[config.mk]
export PLATFORM = sky130hd
export DESIGN_NAME = iir_sos_inverse_serial
export DESIGN_NICKNAME = d
export VERILOG_FILES = /design/src/rtl/iir_sos_inverse_serial.sv
export SDC_FILE = /design/constraint.sdc
export NUM_CORES = 1
export LEC_CHECK = 0
export ABC_CLOCK_PERIOD_IN_PS = 15500
export CAP_MARGIN = 20
export CORE_MARGIN = 2
export CORE_UTILIZATION = 30
export CTS_BUF_LIST = sky130_fd_sc_hd__clkbuf_8
export DETAILED_ROUTE_END_ITERATION = 6
export DONT_BUFFER_PORTS = 1
export GPL_TIMING_DRIVEN = 0
export SLEW_MARGIN = 20
export SYNTH_ARGS = -nofsm -noshare
export SYNTH_HDL_FRONTEND = slang
export SYNTH_SLANG_ARGS = --single-unit
[constraint.sdc]
create_clock -name clk -period 15.5 [get_ports clk]
set_clock_uncertainty 0.05 [all_clocks]
set_input_delay 1.55 -clock clk [delete_from_list [all_inputs] [get_ports clk]]
set_output_delay 1.55 -clock clk [all_outputs]
set_load 0.005 [all_outputs]
[src/rtl/iir_sos_inverse_serial.sv]
// Inverse cascaded-biquad IIR (equalizer) on one shared multiplier, sections run S-1..0.
// Define IIR_INV_SAT_EN to saturate accumulator adds and the section scale instead of wrapping.
//
// state | meaning
// IDLE  | in_ready high, waiting for an input sample
// MAC   | four multiply-accumulates of section k: +a1*u1, +a2*u2, -b1*w1, -b2*w2
// SCALE | acc <= GINV_k*acc, shift section k history, move to next section or OUT
// OUT   | out_valid high with out_data held until out_ready
module iir_sos_inverse_serial #(
  parameter int width_H = 15,
  parameter int width_W = 10,
  parameter int N = 8,
  parameter logic [N-1:0][width_H+width_W-1:0] const_num_A = '0,
  parameter logic [N-1:0][width_H+width_W-1:0] const_num_B = '0,
  parameter logic [N/2-1:0][width_H+width_W-1:0] const_num_GINV =
    {(N/2){{{(width_H-1){1'b0}}, 1'b1, {width_W{1'b0}}}}}
) (
  input  logic                              clk,
  input  logic                              rst,
  input  logic                              in_valid,
  input  logic signed [width_H+width_W-1:0] in_data,
  output logic                              in_ready,
  output logic                              out_valid,
  output logic signed [width_H+width_W-1:0] out_data,
  input  logic                              out_ready
);

  localparam int W  = width_H + width_W;
  localparam int S  = N / 2;
  localparam int KW = (S > 1) ? $clog2(S) : 1;

  typedef enum logic [1:0] {IDLE, MAC, SCALE, OUT} state_t;

  state_t              state;
  logic [KW-1:0]       k;
  logic [1:0]          step;
  logic signed [W-1:0] acc;
  logic signed [W-1:0] u_cur;
  logic signed [W-1:0] u1 [S];
  logic signed [W-1:0] u2 [S];
  logic signed [W-1:0] w1 [S];
  logic signed [W-1:0] w2 [S];

  logic signed [W-1:0]   mul_a, mul_b;
  logic signed [2*W-1:0] product, prod_sh;
  logic signed [W+1:0]   acc_x, prod_x, sum;
  logic signed [W-1:0]   acc_next, scaled;

  // Operand select: coefficient and history word of the current section and step.
  always_comb begin
    mul_a = '0;
    mul_b = '0;
    for (int s = 0; s < S; s++) begin
      if (k == KW'(s)) begin
        if (state == SCALE) begin
          mul_a = const_num_GINV[s];
          mul_b = acc;
        end else begin
          case (step)
            2'd0: begin mul_a = const_num_A[2*s];   mul_b = u1[s]; end
            2'd1: begin mul_a = const_num_A[2*s+1]; mul_b = u2[s]; end
            2'd2: begin mul_a = const_num_B[2*s];   mul_b = w1[s]; end
            default: begin mul_a = const_num_B[2*s+1]; mul_b = w2[s]; end
          endcase
        end
      end
    end
  end

  assign product = mul_a * mul_b;
  assign prod_sh = product >>> width_W;
  assign acc_x   = {{2{acc[W-1]}}, acc};
  assign prod_x  = {{2{prod_sh[W-1]}}, prod_sh[W-1:0]};
  // b terms are poles of the inverse, so their truncated products are subtracted.
  assign sum     = step[1] ? (acc_x - prod_x) : (acc_x + prod_x);

`ifdef IIR_INV_SAT_EN
  localparam logic signed [W+1:0]   SUM_MAX = {3'b000, {(W-1){1'b1}}};
  localparam logic signed [W+1:0]   SUM_MIN = {3'b111, {(W-1){1'b0}}};
  localparam logic signed [2*W-1:0] PRD_MAX = {{(W+1){1'b0}}, {(W-1){1'b1}}};
  localparam logic signed [2*W-1:0] PRD_MIN = {{(W+1){1'b1}}, {(W-1){1'b0}}};

  always_comb begin
    if (sum > SUM_MAX)      acc_next = {1'b0, {(W-1){1'b1}}};
    else if (sum < SUM_MIN) acc_next = {1'b1, {(W-1){1'b0}}};
    else                    acc_next = sum[W-1:0];
    if (prod_sh > PRD_MAX)      scaled = {1'b0, {(W-1){1'b1}}};
    else if (prod_sh < PRD_MIN) scaled = {1'b1, {(W-1){1'b0}}};
    else                        scaled = prod_sh[W-1:0];
  end
`else
  assign acc_next = sum[W-1:0];
  assign scaled   = prod_sh[W-1:0];
`endif

  logic unused_bits;
  assign unused_bits = ^{product[width_W-1:0], prod_sh[2*W-1:W], sum[W+1:W]};

  always_ff @(posedge clk) begin
    if (rst) begin
      state     <= IDLE;
      in_ready  <= 1'b0;
      out_valid <= 1'b0;
      out_data  <= '0;
      acc       <= '0;
      u_cur     <= '0;
      k         <= '0;
      step      <= '0;
      for (int s = 0; s < S; s++) begin
        u1[s] <= '0;
        u2[s] <= '0;
        w1[s] <= '0;
        w2[s] <= '0;
      end
    end else begin
      case (state)
        IDLE: begin
          if (in_ready && in_valid) begin
            acc      <= in_data;
            u_cur    <= in_data;
            k        <= KW'(S-1);
            step     <= 2'd0;
            in_ready <= 1'b0;
            state    <= MAC;
          end else begin
            in_ready <= 1'b1;
          end
        end
        MAC: begin
          acc  <= acc_next;
          step <= step + 2'd1;
          if (step == 2'd3) state <= SCALE;
        end
        SCALE: begin
          acc   <= scaled;
          u_cur <= scaled;
          for (int s = 0; s < S; s++) begin
            if (k == KW'(s)) begin
              u2[s] <= u1[s];
              u1[s] <= u_cur;
              w2[s] <= w1[s];
              w1[s] <= acc;
            end
          end
          if (k == '0) begin
            out_valid <= 1'b1;
            out_data  <= scaled;
            state     <= OUT;
          end else begin
            k     <= k - KW'(1);
            state <= MAC;
          end
        end
        OUT: begin
          if (out_ready) begin
            out_valid <= 1'b0;
            in_ready  <= 1'b1;
            state     <= IDLE;
          end
        end
        default: state <= IDLE;
      endcase
    end
  end

endmodule

==> Word-level counts from Yosys, hierarchy flattened <==
Memories as Yosys holds them, arrays and structs flattened.
Cells that the tools add are included.
{ "op_classes": {"add_sub_neg": 4, "n_mul": 1, "n_eq_ne": 14, "mux": 71, "n_bitwise": 16, "reduce_logical": 17} }
{ "op_table": {"columns": ["cell", "count"], "rows": [
  ["two-way mux 25 bit", 30],
  ["case mux 25 bit (3 select lines)", 5],
  ["case mux 25 bit (2 select lines)", 1],
  ["multiplier 25 x 25 -> 35 bit", 1],
  ["adder 25 bit", 1],
  ["subtractor 25 bit", 1],
  ["two-way mux 1 bit", 22],
  ["OR 1 bit", 16],
  ["two-way mux 2 bit", 7],
  ["== test 2 bit, second input constant", 6],
  ["two-way mux 11 bit", 1],
  ["AND reduction 2 bit", 5],
  ["AND reduction 3 bit", 3],
  ["inequality test 2 bit, second input constant", 4],
  ["case mux 2 bit (2 select lines)", 2],
  ["case mux 2 bit (4 select lines)", 1],
  ["nonzero test 2 bit", 4],
  ["== test 2 x 1 -> 1 bit, second input constant", 3],
  ["logical NOT 2 bit", 3],
  ["case mux 1 bit (2 select lines)", 2],
  ["nonzero test 3 bit", 1],
  ["adder 2 x 1 -> 2 bit, second input constant", 1],
  ["inequality test 2 x 1 -> 1 bit, second input constant", 1],
  ["subtractor 2 x 1 -> 2 bit, second input constant", 1],
  ["logical AND 1 bit", 1]
]} }
{ "totals": {"register_bits": 83, "ram_bits": 400, "elab_cells": 135, "memories": 4} }
{ "memory_table": {"columns": ["memory", "depth", "width", "rd", "rd_clocked_by_memory_dff", "write_ports", "line", "rtl"], "rows": [
  ["u1", 4, 25, 4, 0, 4, "39", "logic signed [W-1:0] u1 [S];"],
  ["u2", 4, 25, 4, 0, 4, "40", "logic signed [W-1:0] u2 [S];"],
  ["w1", 4, 25, 4, 0, 4, "41", "logic signed [W-1:0] w1 [S];"],
  ["w2", 4, 25, 4, 0, 4, "42", "logic signed [W-1:0] w2 [S];"]
]} }

==> Depth between registers and ports, before layout <==
{ "depth": {"word_depth": 11, "depth_mapped": 28, "mapped_depth_nobuf": 26} }

==> Least setup slack after synthesis <==
No wires, ideal clock.
{ "synth_timing": {"path_kind": "register to register", "start": "register step[1]", "end": "register acc[24]", "setup_time_ns": 0.096, "t_arrival_ns": 5.889, "required_time_ns": 15.354, "slack_ns": 9.465, "path_stages_with_launch": 28, "n_path_buf": 2, "cell_sequence": "dfxtp_1 -> clkbuf_1 -> clkinv_1 -> ha_1 -> a222oi_1 -> a21oi_1 -> o2111ai_1 -> a221oi_2 -> buf_2 -> ha_1 -> ha_1 -> ha_1 -> ha_1 -> ha_1 -> a21o_1 -> a31o_2 -> xor2_1 -> nor3_1 -> nor2_1 -> xor2_1 -> ha_1 -> a21oi_1 -> o21ai_0 -> a31oi_1 -> o21ai_0 -> xnor2_1 -> a21oi_1 -> o41ai_2"} }
{ "synth_between": {"elab_chain_cells": 11, "elab_cells_between_ends": 20, "classes_between": "2 x add/sub; 1 x mul; 2 x eq/ne; 14 x mux; 1 x reduce/logical"} }
{ "synth_rtl": {"columns": ["element", "line", "rtl"], "rows": [
  ["from (decl)", "36", "logic [1:0] step;"],
  ["from (signal assigned)", "131", "step <= step + 2'd1;"],
  ["== test 2 bit (tied with other cells)", "59", "case (step)"],
  ["case mux 25 bit (3 select lines)", "59", null],
  ["two-way mux 25 bit", "55", "if (state == SCALE) begin"],
  ["two-way mux 25 bit (4 in series)", "54", "if (k == KW'(s)) begin"],
  ["multiplier 25 x 25 -> 35 bit", "70", "assign product = mul_a * mul_b;"],
  ["adder 25 bit / subtractor 25 bit (equally long branches)", "75", "assign sum = step[1] ? (acc_x - prod_x) : (acc_x + prod_x);"],
  ["two-way mux 25 bit", "75", null],
  ["case mux 25 bit (3 select lines) (*)", "116", "case (state)"],
  ["to (signal assigned)", "119", "acc <= in_data;"],
  ["to (signal assigned)", "130", "acc <= acc_next;"],
  ["to (signal assigned)", "135", "acc <= scaled;"],
  ["to (decl)", "37", "logic signed [W-1:0] acc;"]
]} }
Every way passes the cells marked *; elsewhere a longest branch is shown, timed or not.
A chain may end at the register's enable or synchronous reset.

==> Worst setup path in the final report <==
Same ends and word-level chain as after synthesis.

==> results.sh <==
export IMPL_outcome="complete, no violations"
export IMPL_synth_area_sq_um=6183
export IMPL_synth_seq_cells=75
export IMPL_cts_sinks=75
export IMPL_min_period_ns=7.538
export IMPL_dieArea_sq_um=21780
export IMPL_hpwlAfterDp_mm=13.82
export IMPL_die_w_microns=147.6
export IMPL_worstSetupPathType="flip-flop to flip-flop"
export IMPL_clk_pin_slew_ns=0.09
export IMPL_finalWorstSetupSlack_ns=7.962
export IMPL_rrSetupSlack_ns=7.96
export IMPL_synthArstFlopShare_pct=0
export IMPL_drive_gt1_share_pct=4.103
export IMPL_crit_required_ns=15.73
export IMPL_synth_cells=764
export IMPL_vias_per_cell=5.235
export IMPL_row_count=52
export IMPL_cp_start_kind="flip-flop"
export IMPL_ant_nets=0
export IMPL_max_slew_margin_rel_pct=44.89
export IMPL_yosys_warnings=0
export IMPL_hold_viol=0
export IMPL_portBuffers=0
export IMPL_post_cts_buffers=0
export IMPL_hp_class="flip-flop to flip-flop"
export IMPL_grt_first_pass_wirelength_mm=28.55
export IMPL_post_cts_resized=0
export IMPL_rsz0062_at_grt="no"
export IMPL_grtUsageTotal_pct=16.64
export IMPL_grt_pass1_vias=5258
export IMPL_synth_fp_nets=874
export IMPL_io_pin_count=56
export IMPL_synth_cell_types=65
export IMPL_cpMostUsedCell="ha_1"
export IMPL_vias=5497
export IMPL_insertedDiodeCount=0
export IMPL_area_delta_synth_final_pct=8.296
export IMPL_final_cell_mix="80 x ha_1, 75 x nand2_1, 73 x nor2_1, 59 x dfxtp_1, 53 x a21oi_1"
export IMPL_fin_tns_setup_ns=0
export IMPL_placedCellCount=1034
export IMPL_synth_area_top_cells="dfxtp_1 19%, ha_1 16%, edfxtp_1 7.8%"
export IMPL_final_nets=885
export IMPL_ys_flop_type="dfxtp_1"
export IMPL_cp_top_family="adder cells"
export IMPL_maxCapViolations=0
export IMPL_cp_slowest_cell="xnor2_1"
export IMPL_synth_top_area_cell="dfxtp_1"
export IMPL_path_depth=26
export IMPL_layout_commonest_cell="ha_1"
export IMPL_antenna_found_initial=2
export IMPL_fmax_ghz=0.1327
export IMPL_root_buffer="clkbuf_8"
export IMPL_insertion_delay_ns=0.37
export IMPL_die_y_microns=147.6
export IMPL_final_cell_count_no_fill=1050
export IMPL_drt_iter0_markers=494
export IMPL_holdBufCountCts=0
export IMPL_post_place_ws_ns=8.077
export IMPL_coreArea_sq_um=20230
export IMPL_wl_per_cell_microns=17.11
export IMPL_r2r_end="acc[24]$_SDFFE_PP0P_"
export IMPL_rr_startpoint="step[1]$_SDFFE_PP0P_"
export IMPL_place_congestion=0.8963
export IMPL_critPathMaxStageDelay_ns=0.68
export IMPL_drtPass1Iterations=6
export IMPL_yosysSeqAreaShare_pct=26.87
export IMPL_cts_max_level=3
export IMPL_worstPathArrival_ns=7.77
export IMPL_drc=0
export IMPL_crit_path_end_kind="flip-flop"
export IMPL_synth_edf_count=16
export IMPL_start_util_pct=30.56
export IMPL_crit_path_start="step[1]$_SDFFE_PP0P_"
export IMPL_gr_total_overflow=0
export IMPL_worst_pin_slew_ns=0.8197
export IMPL_cts_tree="built"
export IMPL_numCtsBuffers=9
export IMPL_drt_total_wl_mm=17.96
export IMPL_period_share_pct=48.63
export IMPL_grt_start_max_net_pins=20
export IMPL_setup_worst_path_end="acc[24]$_SDFFE_PP0P_"
export IMPL_syn_mean_instance_area_sq_um=8.093
export IMPL_critPathMaxFanout=19
export IMPL_setup_viol=0
export IMPL_synthDominantCellAreaShare_pct=19.10
export IMPL_slew_violations=0
export IMPL_clockBufferDepth=2
export IMPL_cp_buffers_inverters=3
export IMPL_worst_r2r_cell_count=26
export IMPL_holdWs_ns=0.4256
-- routing by layer --
| metal | track usage [%] | part of all wire (%) | vias up |
|---|---|---|---|
| met5 | 0 | 0.15 | - |
| met4 | 3.510 | 1.1 | 4 |
| met3 | 4.383 | 7.8 | 21 |
| met2 | 26.88 | 45 | 151 |
| met1 | 22.39 | 46 | 2574 |
| li1 | - | - | 2747 |
-- kinds of logic after synthesis --
kind of cell    after synthesis  share of synthesized area (%)
xor+xnor                     57                          8.074
fa+ha+maj                    81                          16.51
mux                           4                         0.6678
compound gates              199                          21.79
flops                        75                          26.87
buf+inv                      85                          5.241
simple gates                263                          20.84
-- how the worst min path moves through the flow --
stage                                          from  slack (ns)  depth (start not counted)                        end
after floorplan                acc[16]$_SDFFE_PP0P_        0.40                          2       acc[16]$_SDFFE_PP0P_
after global placement    out_data[23]$_SDFFE_PP0P_        0.42                          2  out_data[23]$_SDFFE_PP0P_
after detailed placement  out_data[23]$_SDFFE_PP0P_        0.42                          2  out_data[23]$_SDFFE_PP0P_
after CTS                 out_data[23]$_SDFFE_PP0P_        0.43                          2  out_data[23]$_SDFFE_PP0P_
after global routing       out_data[3]$_SDFFE_PP0P_        0.46                          1   out_data[3]$_SDFFE_PP0P_
final                     out_data[23]$_SDFFE_PP0P_        0.43                          2  out_data[23]$_SDFFE_PP0P_
-- cells in the mapped netlist (5+ instances only) --
cell / number
a21o_1: 27
edfxtp_1: 16
o21ai_0: 32
buf_1: 5
o21a_1: 5
nor3_1: 17
and2_1: 27
nand3b_1: 5
a22oi_1: 13
a21oi_1: 53
nor2_1: 73
a311oi_1: 8
inv_1: 26
and3_1: 19
xor2_1: 23
a211oi_1: 9
nand2_1: 75
dfxtp_1: 59
nand3_1: 11
clkbuf_1: 51
ha_1: 80
nor2b_1: 10
a31oi_1: 11
o31ai_1: 5
o22ai_1: 5
xnor2_1: 34
-- flip-flops by register name (all words and copies together), names as in the netlist --
| signal | cells |
|---|---|
| u2 | 4 |
| out_data | 25 |
| u_cur | 1 |
| u1 | 4 |
| acc | 25 |
| step | 2 |
| in_ready | 1 |
| state | 2 |
| w2 | 4 |
| k | 2 |
| w1 | 4 |
| out_valid | 1 |
-- final cells by class --
type                       instances  area [sq um]
buffer                            58         222.7
fill                            2141         13540
clock inverter                     7         51.30
sequential                        75          1662
clock buffer                       9         123.9
tap                              270         337.8
inverter                          27         101.3
multi-input combinational        604          4198
-- tightest hold or removal path, cell delays in order, from the launching register on --
cell and delay (ns):
dfxtp_1 0.33, nand2_1 0.05, a21oi_1 0.05
-- through the flow --
step                instance area (sq um)  util, %
floorplan                            6183        -
global placement                     6521    32.23
detailed placement                   6521    32.23
CTS                                  6696    33.09
global route                         6696    33.09
finish                               6696    33.09
Power is left out: the tool's default activity adds up to more than one toggle a clock period on the data nets, which glitch-free logic cannot reach.
